File: config.mk
export PLATFORM = sky130hd
export DESIGN_NAME = stmm_result_writer
export DESIGN_NICKNAME = d
export VERILOG_FILES = /design/src/rtl/stmm_pkg.sv /design/src/rtl/stmm_line_serializer.sv /design/src/rtl/stmm_result_writer.sv
export SDC_FILE = /design/constraint.sdc
export NUM_CORES = 2
export LEC_CHECK = 0
export BUFFER_PORTS_ARGS = -buffer_cell sky130_fd_sc_hd__buf_2
export CAP_MARGIN = 20
export CORE_AREA = 2 2 648 650
export DETAILED_ROUTE_END_ITERATION = 12
export DIE_AREA = 0 0 650 652
export GPL_TIMING_DRIVEN = 1
export SLEW_MARGIN = 20
export SYNTH_ARGS = -nofsm -noshare
export SYNTH_HDL_FRONTEND = slang
export SYNTH_SLANG_ARGS = --single-unit
File: constraint.sdc
create_clock -name clk -period 175.9 [get_ports clk]
set_input_delay 26.385 -clock clk [delete_from_list [all_inputs] [get_ports clk]]
set_output_delay 26.385 -clock clk [all_outputs]
set_load 0.02 [all_outputs]
File: src/rtl/stmm_pkg.sv
// Shared types and helpers for the STMM result write-back path.
package stmm_pkg;

    // Avalon burstcount width used by the SDRAM write master.
    localparam int AVM_BURST_W = 11;

    typedef enum logic [2:0] {
        IDLE   = 3'd0,
        RD_RAM = 3'd1,
        WAIT_Q = 3'd2,
        WRITE  = 3'd3,
        FIN    = 3'd4
    } stmm_wr_state_t;

    // Number of SDRAM beats needed to carry one result RAM line.
    function automatic int calc_line_n(input int bram_w, input int sdram_w);
        return (bram_w + sdram_w - 1) / sdram_w;
    endfunction

    // Byte distance between consecutive lines in SDRAM.
    function automatic int calc_stride(input int bram_w, input int sdram_w);
        return calc_line_n(bram_w, sdram_w) * sdram_w / 8;
    endfunction

endpackage

File: src/rtl/stmm_line_serializer.sv
// Line buffer and beat counter: holds one result line (two with
// STMM_WR_PREFETCH_EN defined) and presents it one SDRAM beat at a time.
module stmm_line_serializer
    import stmm_pkg::*;
#(
    parameter int BRAM_W  = 1408,
    parameter int SDRAM_W = 128
) (
    input  logic               clk,
    input  logic               rst,
    input  logic               load,
    input  logic [BRAM_W-1:0]  line_in,
    input  logic               advance,
    output logic [SDRAM_W-1:0] beat_data,
    output logic               last_beat
);

    localparam int LINE_N = calc_line_n(BRAM_W, SDRAM_W);
    localparam int BUF_W  = LINE_N * SDRAM_W;
    localparam int BEAT_W = (LINE_N > 1) ? $clog2(LINE_N) : 1;

    logic [BEAT_W-1:0] beat_q;

    assign last_beat = (beat_q == BEAT_W'(LINE_N - 1));

    // Beat index within the current line; wraps to 0 after the last beat.
    always_ff @(posedge clk) begin
        // NOTE: sequential state uses non-blocking assignments only.
        if (rst) begin
            beat_q <= '0;
        end else if (advance) begin
            beat_q <= last_beat ? '0 : beat_q + BEAT_W'(1);
        end
    end

`ifdef STMM_WR_PREFETCH_EN
    logic [BUF_W-1:0] line_buf [2];
    logic             fill_ptr_q;
    logic             rd_ptr_q;

    // Capture incoming lines alternately into the two buffers.
    always_ff @(posedge clk) begin
        // NOTE: data storage is not reset; the pointers below decide what is valid.
        if (load) begin
            line_buf[fill_ptr_q] <= BUF_W'(line_in);
        end
    end

    // Fill and drain pointers ping-pong between the buffers.
    always_ff @(posedge clk) begin
        if (rst) begin
            fill_ptr_q <= 1'b0;
            rd_ptr_q   <= 1'b0;
        end else begin
            if (load) begin
                fill_ptr_q <= ~fill_ptr_q;
            end
            if (advance && last_beat) begin
                rd_ptr_q <= ~rd_ptr_q;
            end
        end
    end

    assign beat_data = line_buf[rd_ptr_q][beat_q*SDRAM_W +: SDRAM_W];
`else
    logic [BUF_W-1:0] line_buf;

    // Capture the line, zero-padded up to a whole number of beats.
    always_ff @(posedge clk) begin
        // NOTE: data storage is not reset; outputs are gated until a line is loaded.
        if (load) begin
            line_buf <= BUF_W'(line_in);
        end
    end

    assign beat_data = line_buf[beat_q*SDRAM_W +: SDRAM_W];
`endif

endmodule

File: src/rtl/stmm_result_writer.sv
// STMM result writer: copies num_lines result RAM lines to SDRAM, one
// Avalon-MM write burst per line. Optional macro STMM_WR_PREFETCH_EN reads
// the next line while the current one bursts, removing the inter-burst gap.
module stmm_result_writer
    import stmm_pkg::*;
#(
    parameter int BRAM_W  = 1408,
    parameter int BRAM_L  = 176,
    parameter int SDRAM_W = 128,
    parameter int RAM_LAT = 1
) (
    input  logic                        clk,
    input  logic                        rst,
    input  logic                        start,
    input  logic [31:0]                 base_addr,
    input  logic [$clog2(BRAM_L+1)-1:0] num_lines,
    output logic [$clog2(BRAM_L)-1:0]   ram_addr,
    output logic                        ram_re,
    input  logic [BRAM_W-1:0]           ram_q,
    output logic [31:0]                 avm_address,
    output logic [AVM_BURST_W-1:0]      avm_burstcount,
    output logic                        avm_write,
    output logic [SDRAM_W-1:0]          avm_writedata,
    output logic [SDRAM_W/8-1:0]        avm_byteenable,
    input  logic                        avm_waitrequest,
    output logic                        busy,
    output logic                        done
);

    localparam int LINE_N = calc_line_n(BRAM_W, SDRAM_W);
    localparam int STRIDE = calc_stride(BRAM_W, SDRAM_W);
    localparam int NL_W   = $clog2(BRAM_L + 1);
    localparam int RA_W   = $clog2(BRAM_L);
    localparam int LAT_W  = (RAM_LAT > 1) ? $clog2(RAM_LAT) : 1;

    stmm_wr_state_t    state_q, state_d;
    logic [NL_W-1:0]   line_cnt_q, num_lines_q, num_lines_clamped, next_line;
    logic [31:0]       addr_q;
    logic              done_q;
    logic              rd_pending_q;
    logic [LAT_W-1:0]  lat_cnt_q;
    logic              start_ok, last_line, beat_accept, line_done;
    logic              rd_issue, rd_load, last_beat;
    logic [SDRAM_W-1:0] beat_data;

    assign num_lines_clamped = (num_lines > NL_W'(BRAM_L)) ? NL_W'(BRAM_L) : num_lines;
    assign start_ok    = start && (state_q == IDLE);
    assign next_line   = line_cnt_q + NL_W'(1);
    assign last_line   = (next_line == num_lines_q);
    assign beat_accept = avm_write && !avm_waitrequest;
    assign line_done   = beat_accept && last_beat;
    assign rd_load     = rd_pending_q && (lat_cnt_q == LAT_W'(RAM_LAT - 1));

`ifdef STMM_WR_PREFETCH_EN
    logic pf_ready_q, pf_issue, take_next;

    // Fetch the following line while the current one bursts, once per line.
    assign pf_issue  = (state_q == WRITE) && !rd_pending_q && !pf_ready_q && !last_line;
    assign rd_issue  = (state_q == RD_RAM) || pf_issue;
    assign ram_addr  = pf_issue ? RA_W'(next_line) : RA_W'(line_cnt_q);
    assign take_next = pf_ready_q || rd_load;

    // pf_ready_q: the idle buffer already holds the next line.
    always_ff @(posedge clk) begin
        if (rst || start_ok || line_done) begin
            pf_ready_q <= 1'b0;
        end else if (rd_load && (state_q == WRITE)) begin
            pf_ready_q <= 1'b1;
        end
    end
`else
    assign rd_issue = (state_q == RD_RAM);
    assign ram_addr = RA_W'(line_cnt_q);
`endif

    // Next-state logic for the line sequencer.
    always_comb begin
        // NOTE: default first so every path assigns state_d and no latch is inferred.
        state_d = state_q;
        case (state_q)
            IDLE: begin
                if (start) begin
                    state_d = (num_lines_clamped == '0) ? FIN : RD_RAM;
                end
            end
            RD_RAM: state_d = WAIT_Q;
            WAIT_Q: begin
                if (rd_load) begin
                    state_d = WRITE;
                end
            end
            WRITE: begin
                if (line_done) begin
                    if (last_line) begin
                        state_d = FIN;
                    end else begin
`ifdef STMM_WR_PREFETCH_EN
                        state_d = take_next ? WRITE : WAIT_Q;
`else
                        state_d = RD_RAM;
`endif
                    end
                end
            end
            FIN:     state_d = IDLE;
            default: state_d = IDLE;
        endcase
    end

    // FSM, job registers, line/address counters and RAM read-latency tracking.
    always_ff @(posedge clk) begin
        if (rst) begin
            state_q      <= IDLE;
            line_cnt_q   <= '0;
            num_lines_q  <= '0;
            addr_q       <= '0;
            done_q       <= 1'b0;
            rd_pending_q <= 1'b0;
            lat_cnt_q    <= '0;
        end else begin
            state_q <= state_d;

            if (start_ok) begin
                addr_q      <= base_addr;
                num_lines_q <= num_lines_clamped;
                line_cnt_q  <= '0;
                done_q      <= 1'b0;
            end else if (line_done && !last_line) begin
                line_cnt_q <= next_line;
                addr_q     <= addr_q + 32'(STRIDE);
            end

            if (state_q == FIN) begin
                done_q <= 1'b1;
            end

            if (rd_issue) begin
                rd_pending_q <= 1'b1;
                lat_cnt_q    <= '0;
            end else if (rd_pending_q) begin
                if (rd_load) begin
                    rd_pending_q <= 1'b0;
                end else begin
                    lat_cnt_q <= lat_cnt_q + LAT_W'(1);
                end
            end
        end
    end

    stmm_line_serializer #(
        .BRAM_W  (BRAM_W),
        .SDRAM_W (SDRAM_W)
    ) u_serializer (
        .clk       (clk),
        .rst       (rst),
        .load      (rd_load),
        .line_in   (ram_q),
        .advance   (beat_accept),
        .beat_data (beat_data),
        .last_beat (last_beat)
    );

    assign ram_re         = rd_issue;
    assign avm_write      = (state_q == WRITE);
    assign avm_address    = addr_q;
    assign avm_burstcount = avm_write ? AVM_BURST_W'(LINE_N) : '0;
    assign avm_writedata  = avm_write ? beat_data : '0;
    assign avm_byteenable = '1;
    assign busy           = (state_q != IDLE);
    assign done           = done_q;

endmodule

Word level (Yosys, flattened, before mapping)
Cells that the tools add are included.
{"block": "totals", "register_bits": 1466, "in_bits": 1452, "out_inout_bits": 199, "word_cells": 59}
{"block": "op_classes", "add_sub_neg": 4, "order_cmp": 1, "eq_ne": 9, "shift": 1, "mux": 17, "bitwise_logic": 2, "n_reduce_logical": 16}
{"operator": "indexed part select 1408 x 12 -> 128 bit", "count": 1}
{"operator": "2-to-1 mux 128 bit", "count": 1}
{"operator": "2-to-1 mux 32 bit", "count": 2}
{"operator": "adder 32 x 8 -> 32 bit (second input constant)", "count": 1}
{"operator": "2-to-1 mux 3 bit", "count": 5}
{"operator": "one-hot mux 3 bit (4 select lines)", "count": 1}
{"operator": "adder 8 x 1 -> 8 bit (second input constant)", "count": 1}
{"operator": "== test 8 bit", "count": 1}
{"operator": "> comparator 8 bit (second input constant)", "count": 1}
{"operator": "logical NOT 8 bit", "count": 1}
{"operator": "2-to-1 mux 4 bit", "count": 2}
{"operator": "2-to-1 mux 8 bit", "count": 1}
{"operator": "== test 3 x 2 -> 1 bit (second input constant)", "count": 2}
{"operator": "logical AND 1 bit", "count": 5}
{"operator": "2-to-1 mux 1 bit", "count": 5}
{"operator": "adder 4 x 1 -> 4 bit (second input constant)", "count": 1}
{"operator": "== test 4 bit (second input constant)", "count": 1}
{"operator": "!= test 2 bit (second input constant)", "count": 2}
{"operator": "nonzero test 2 bit", "count": 2}
{"operator": "OR reduction 2 bit", "count": 2}
{"operator": "== test 3 x 1 -> 1 bit (second input constant)", "count": 1}
{"operator": "== test 3 bit (second input constant)", "count": 1}
{"operator": "logical NOT 3 bit", "count": 1}
{"operator": "AND reduction 3 bit", "count": 1}
{"operator": "6 further kinds", "count": 8}

Depth between registers and ports, before layout
{"block": "logic_depth", "word_depth": 6, "mapped_depth": 10, "mapped_depth_nobuf": 9}

Cells and area by module
A second synthesis with hierarchy kept.
{"block": "hier_totals", "hier_cells": 3154, "hier_area_um2": 58298.4}
{"module": "stmm_line_serializer", "n_inst": 1, "cells_per_inst": 2617, "area_per_inst_um2": 54194.5, "seq_area_each_um2": 42360.6}
{"module": "stmm_result_writer", "n_inst": 1, "cells_per_inst": 537, "area_per_inst_um2": 4103.9, "seq_area_each_um2": 1081.0}

Worst setup path after synthesis
Ideal clock, no wire load.
{"block": "synth_path", "path_kind": "register to register", "startpoint": "register lat_cnt_q", "endpoint": "register state_q[0]", "setup_time_ps": 57, "arrival_ps": 65488, "required_ps": 175843, "path_slack_ps": 110354, "stages_incl_launch_ff": 7, "path_buffers": 0, "synth_period_minus_slack_ps": 65546, "path_cell_list": "dfxtp_1 nor2b_1 mux2i_1 nand2_1 o311ai_0 nor4_1 a21o_1"}
{"block": "synth_via", "elab_chain_len": 4}
{"item": "start: declaration", "line": "stmm_result_writer.sv:41", "text": "logic [LAT_W-1:0] lat_cnt_q;"}
{"item": "start signal: assignment", "line": "stmm_result_writer.sv:144", "text": "lat_cnt_q <= lat_cnt_q + LAT_W'(1);"}
{"item": "NOT 1 bit", "line": "stmm_result_writer.sv:52", "text": "assign rd_load = rd_pending_q && (lat_cnt_q == LAT_W'(RAM_LAT - 1));"}
{"item": "logical AND 1 bit", "line": "stmm_result_writer.sv:52"}
{"item": "net rd_load", "line": "stmm_result_writer.sv:43", "text": "logic rd_issue, rd_load, last_beat;"}
{"item": "!= test 2 bit (no line)"}
{"item": "AND reduction 3 bit (no line)"}
{"item": "end signal: assignment", "line": "stmm_result_writer.sv:121", "text": "state_q <= state_d;"}
{"item": "end: declaration", "line": "stmm_result_writer.sv:36", "text": "stmm_wr_state_t state_q, state_d;"}
The timed path passes the listed nets, and every way through them passes these cells.
A chain may end at the register's enable or synchronous reset.

Worst setup path after layout
{"block": "layout_path", "startpoint": "register u_serializer.beat_q[1]", "endpoint": "output avm_writedata[105]"}
{"block": "layout_via", "elab_chain_len": 2}
{"item": "start: declaration", "line": "stmm_line_serializer.sv:22", "text": "logic [BEAT_W-1:0] beat_q;"}
{"item": "start signal: assignment", "line": "stmm_line_serializer.sv:32", "text": "beat_q <= last_beat ? '0 : beat_q + BEAT_W'(1);"}
{"item": "indexed part select 1408 x 12 -> 128 bit", "line": "stmm_line_serializer.sv:76", "text": "assign beat_data = line_buf[beat_q*SDRAM_W +: SDRAM_W];"}
{"item": "2-to-1 mux 128 bit", "line": "stmm_result_writer.sv:167", "text": "assign avm_writedata = avm_write ? beat_data : '0;"}
{"item": "end: declaration", "line": "stmm_result_writer.sv:23", "text": "output logic [SDRAM_W-1:0] avm_writedata,"}
Every way passes these cells.

==> results.json <==
{
  "status": "finished, final reports clean",
  "cp_max_fo": 41,
  "muxShareOfSynthArea_pct": 14.6,
  "root_buffer": "clkbuf_16",
  "core_um2": 416000,
  "area_delta_synth_final_pct": 36.6,
  "synth_compound_area_share_pct": 3.15,
  "p_comb_share_pct": 9.8,
  "fin_crit_sh_pct": 18.3,
  "dp_slack_ns": 144.17,
  "cts_setup_buffers": 0,
  "fmax_mhz": 31.0,
  "place_inst": 10100,
  "grt_pass1_vias": 37100,
  "cp-end-kind": "primary output",
  "postPlaceCellArea_um2": 72100,
  "synth.distinct_cells": 56,
  "grt-ovfl-total": 0,
  "die_h_um": 652,
  "cp-startpoint": "u_serializer.beat_q[1]$_SDFFE_PP0P_",
  "setup_viol": 0,
  "synth-simple-area-share_pct": 4.12,
  "intPower_mw": 0.669,
  "max-slew-margin-rel_pct": 12.7,
  "fin_area_um2": 78300,
  "synth-seq-cells": 1466,
  "p_switching_mw": 0.231,
  "seq_area_um2": 43500,
  "setup-tns-final_ns": 0,
  "clkPwrFrac_pct": 41.8,
  "required_ns": 149.52,
  "crit_top_cell": "buf_4",
  "r2r-start": "rd_pending_q$_SDFF_PP0_",
  "fin_util_pct": 18.8,
  "hold_ws_ns": 0.458,
  "drc_errors": 0,
  "netlist.area_leader.share_pct": 73.8,
  "cts_resized": 0,
  "dieWidth_um": 650,
  "slew_viol_final": 0,
  "hold_class": "reg2reg",
  "worstSetupStartpointType": "flop",
  "n_fill_cell": 44900,
  "synth_top_cell_by_area": "edfxtp_1",
  "multiInputGateArea_um2": 13000,
  "hold_violations": 0,
  "track_usage_pct": 13.4,
  "crit_path_end": "avm_writedata[105]",
  "synthCells": 3125,
  "min_path_cells": 2,
  "routed_wl_mm": 297,
  "p_sw_share_pct": 25.7,
  "max-vdd-ir-drop_v": 0.00000881,
  "cap_viol_max_count": 0,
  "dr.pass1.iters": 6,
  "die-area_um2": 424000,
  "r2r_slack_ns": 169.47,
  "hold_start": "avm_address[1]$_SDFFE_PP0P_",
  "synth-async-reset-ratio_pct": 0,
  "fin_skew_ns": 0.0482,
  "vias_per_cell": 3.64,
  "critPathKind": "reg2out",
  "clkSinkCount": 1466,
  "numPortBuffers": 1626,
  "rows": 237,
  "crit_slowest_cell": "dfxtp_4",
  "r2r-end": "u_serializer.line_buf[611]$_DFFE_PP_",
  "final_cells": 10600,
  "rsz0062_at_grt": "false",
  "post-route-worst-setup-slack_ns": 143.67,
  "synth_commonest_cells": "edfxtp_1, nor2_1, mux2i_1, mux4_2, nand2_1",
  "start_util_pct": 13.8,
  "synth_xor_area_share_pct": 0.611,
  "power_density_nw_per_um2": 11.5,
  "synthFlopType": "edfxtp_1",
  "gp_congestion": 0.911,
  "yosysSeqAreaShare_pct": 75.8,
  "pwr-share-seq_pct": 48.4,
  "synth.yosys.warnings": 0,
  "p_leak_nw": 26.4,
  "clk_latency_ns": 0.88,
  "cts_buffer_depth": 4,
  "cts_buffers": 176,
  "synth.cell_area_um2": 57300,
  "power_mw": 0.901,
  "synth_top_family_by_area": "multiplexers",
  "vias": 38500,
  "r2r_cells": 7,
  "fin_crit_ns": 32.23,
  "grt_antenna_before_repair": 293,
  "drt_iter0_drc": 4065,
  "avgRoutedWirePerCell_um": 28.0,
  "fin_nets": 6256,
  "grt_max_degree": 180,
  "syn_area_per_cell_um2": 18.3,
  "arrival_ns": 5.84,
  "synth.most_common_cell": "edfxtp_1",
  "num_io_pins": 1651,
  "cts_tree": "done",
  "max_stage_delay_ns": 0.71,
  "synth_edf_count": 1408,
  "synthAdderAreaFrac_pct": 0.0437,
  "cts_htree_levels": 4,
  "ant_nets": 0,
  "worstPathCellList": "buf_4, buf_4, buf_4, buf_4, mux4_2, mux2i_1, nor2_1, a21oi_1, nor2_1, buf_2",
  "grt_pass1_wl_mm": 373,
  "drive_gt1_share_pct": 45.1,
  "tightest_slew_ns": 1.27,
  "ctsHoldBuffers": 0,
  "clk_pin_slew_ns": 0.06,
  "synth_area_leaders": "edfxtp_1, mux4_2, mux2i_1, dfxtp_1, nor2_1",
  "dp_hpwl_mm": 238
}
## logic make-up (layout without fill, tap and decap cells)
| kind of cell | Yosys count | after routing |
|---|---|---|
| multiplexers | 515 | 515 |
| flip-flops | 1466 | 1466 |
| AO/OA/AOI/OAI | 333 | 333 |
| other | 2 | 190 |
| adder cells (fa/ha/maj) | 2 | 2 |
| AND/OR/NAND/NOR | 551 | 551 |
| buffers and inverters | 216 | 2005 |
| XOR/XNOR | 40 | 40 |
## critical path: cells and delay by family (launching register included)
family,cells,cell delay [ns]
compound gates,1,0.13
mux,2,0.42
flops,1,0.71
buf+inv,5,2.74
simple gates,2,0.77
## how the worst min path moves through the flow
stage	endpoint	slack, ns
floorplan	lat_cnt_q$_SDFFE_PP0P_	0.42
global placement	lat_cnt_q$_SDFFE_PP0P_	0.43
detailed placement	avm_address[2]$_SDFFE_PP0P_	0.45
CTS	avm_address[2]$_SDFFE_PP0P_	0.46
global route	lat_cnt_q$_SDFFE_PP0P_	0.47
finish	avm_address[1]$_SDFFE_PP0P_	0.46
## sequential cells by signal, summed over array words and instances (netlist names)
name / flops
avm_address: 32
num_lines_q: 8
rd_pending_q: 1
u_serializer.beat_q: 4
ram_addr: 8
done: 1
state_q: 3
u_serializer.line_buf: 1408
lat_cnt_q: 1
## metal layers
layer / vias to the layer above / wire, um / track usage, %
met2: 2528 / 137000 / 21.4
met3: 665 / 30000 / 4.79
li1: 15900 / - / -
met1: 19400 / 116000 / 16.3
met4: 104 / 12800 / 5.21
met5: - / 675 / 0
## area by class of cell
class | instances | area share (%)
multi-input combinational | 1465 | 16.6
inverter | 5 | 0.0240
sequential | 1466 | 55.5
tap | 5497 | 8.79
clock inverter | 104 | 1.60
timing repair buffer | 1688 | 11.1
antenna | 166 | 0.531
clock buffer | 208 | 5.81
## layout by cell type (no fill, tap or decap), types with 28 or more instances in the layout
master	netlist	routed
buf_2	29	1626
edfxtp_1	1408	1408
nor2_1	306	306
mux2i_1	258	257
mux4_2	256	256
clkbuf_16	0	177
diode_2	0	166
nand2_1	158	157
a21oi_1	144	144
o21ai_0	135	134
dfxtp_1	58	54
buf_4	27	54
clkbuf_1	124	31
clkinv_1	0	28
## power groups by stage
| stage | Sequential (mW) | Clock [mW] | Combinational (mW) |
|---|---|---|---|
| 2_1_floorplan | 0.533 | 0 | 0.0428 |
| 3_3_place_gp | 0.443 | 0 | 0.0899 |
| 3_5_place_dp | 0.443 | 0 | 0.0903 |
| 4_1_cts | 0.436 | 0.390 | 0.0907 |
| 5_1_grt | 0.438 | 0.401 | 0.0957 |
| 6_report | 0.436 | 0.377 | 0.0880 |
Note: power is estimated with default switching activity, not from simulation.
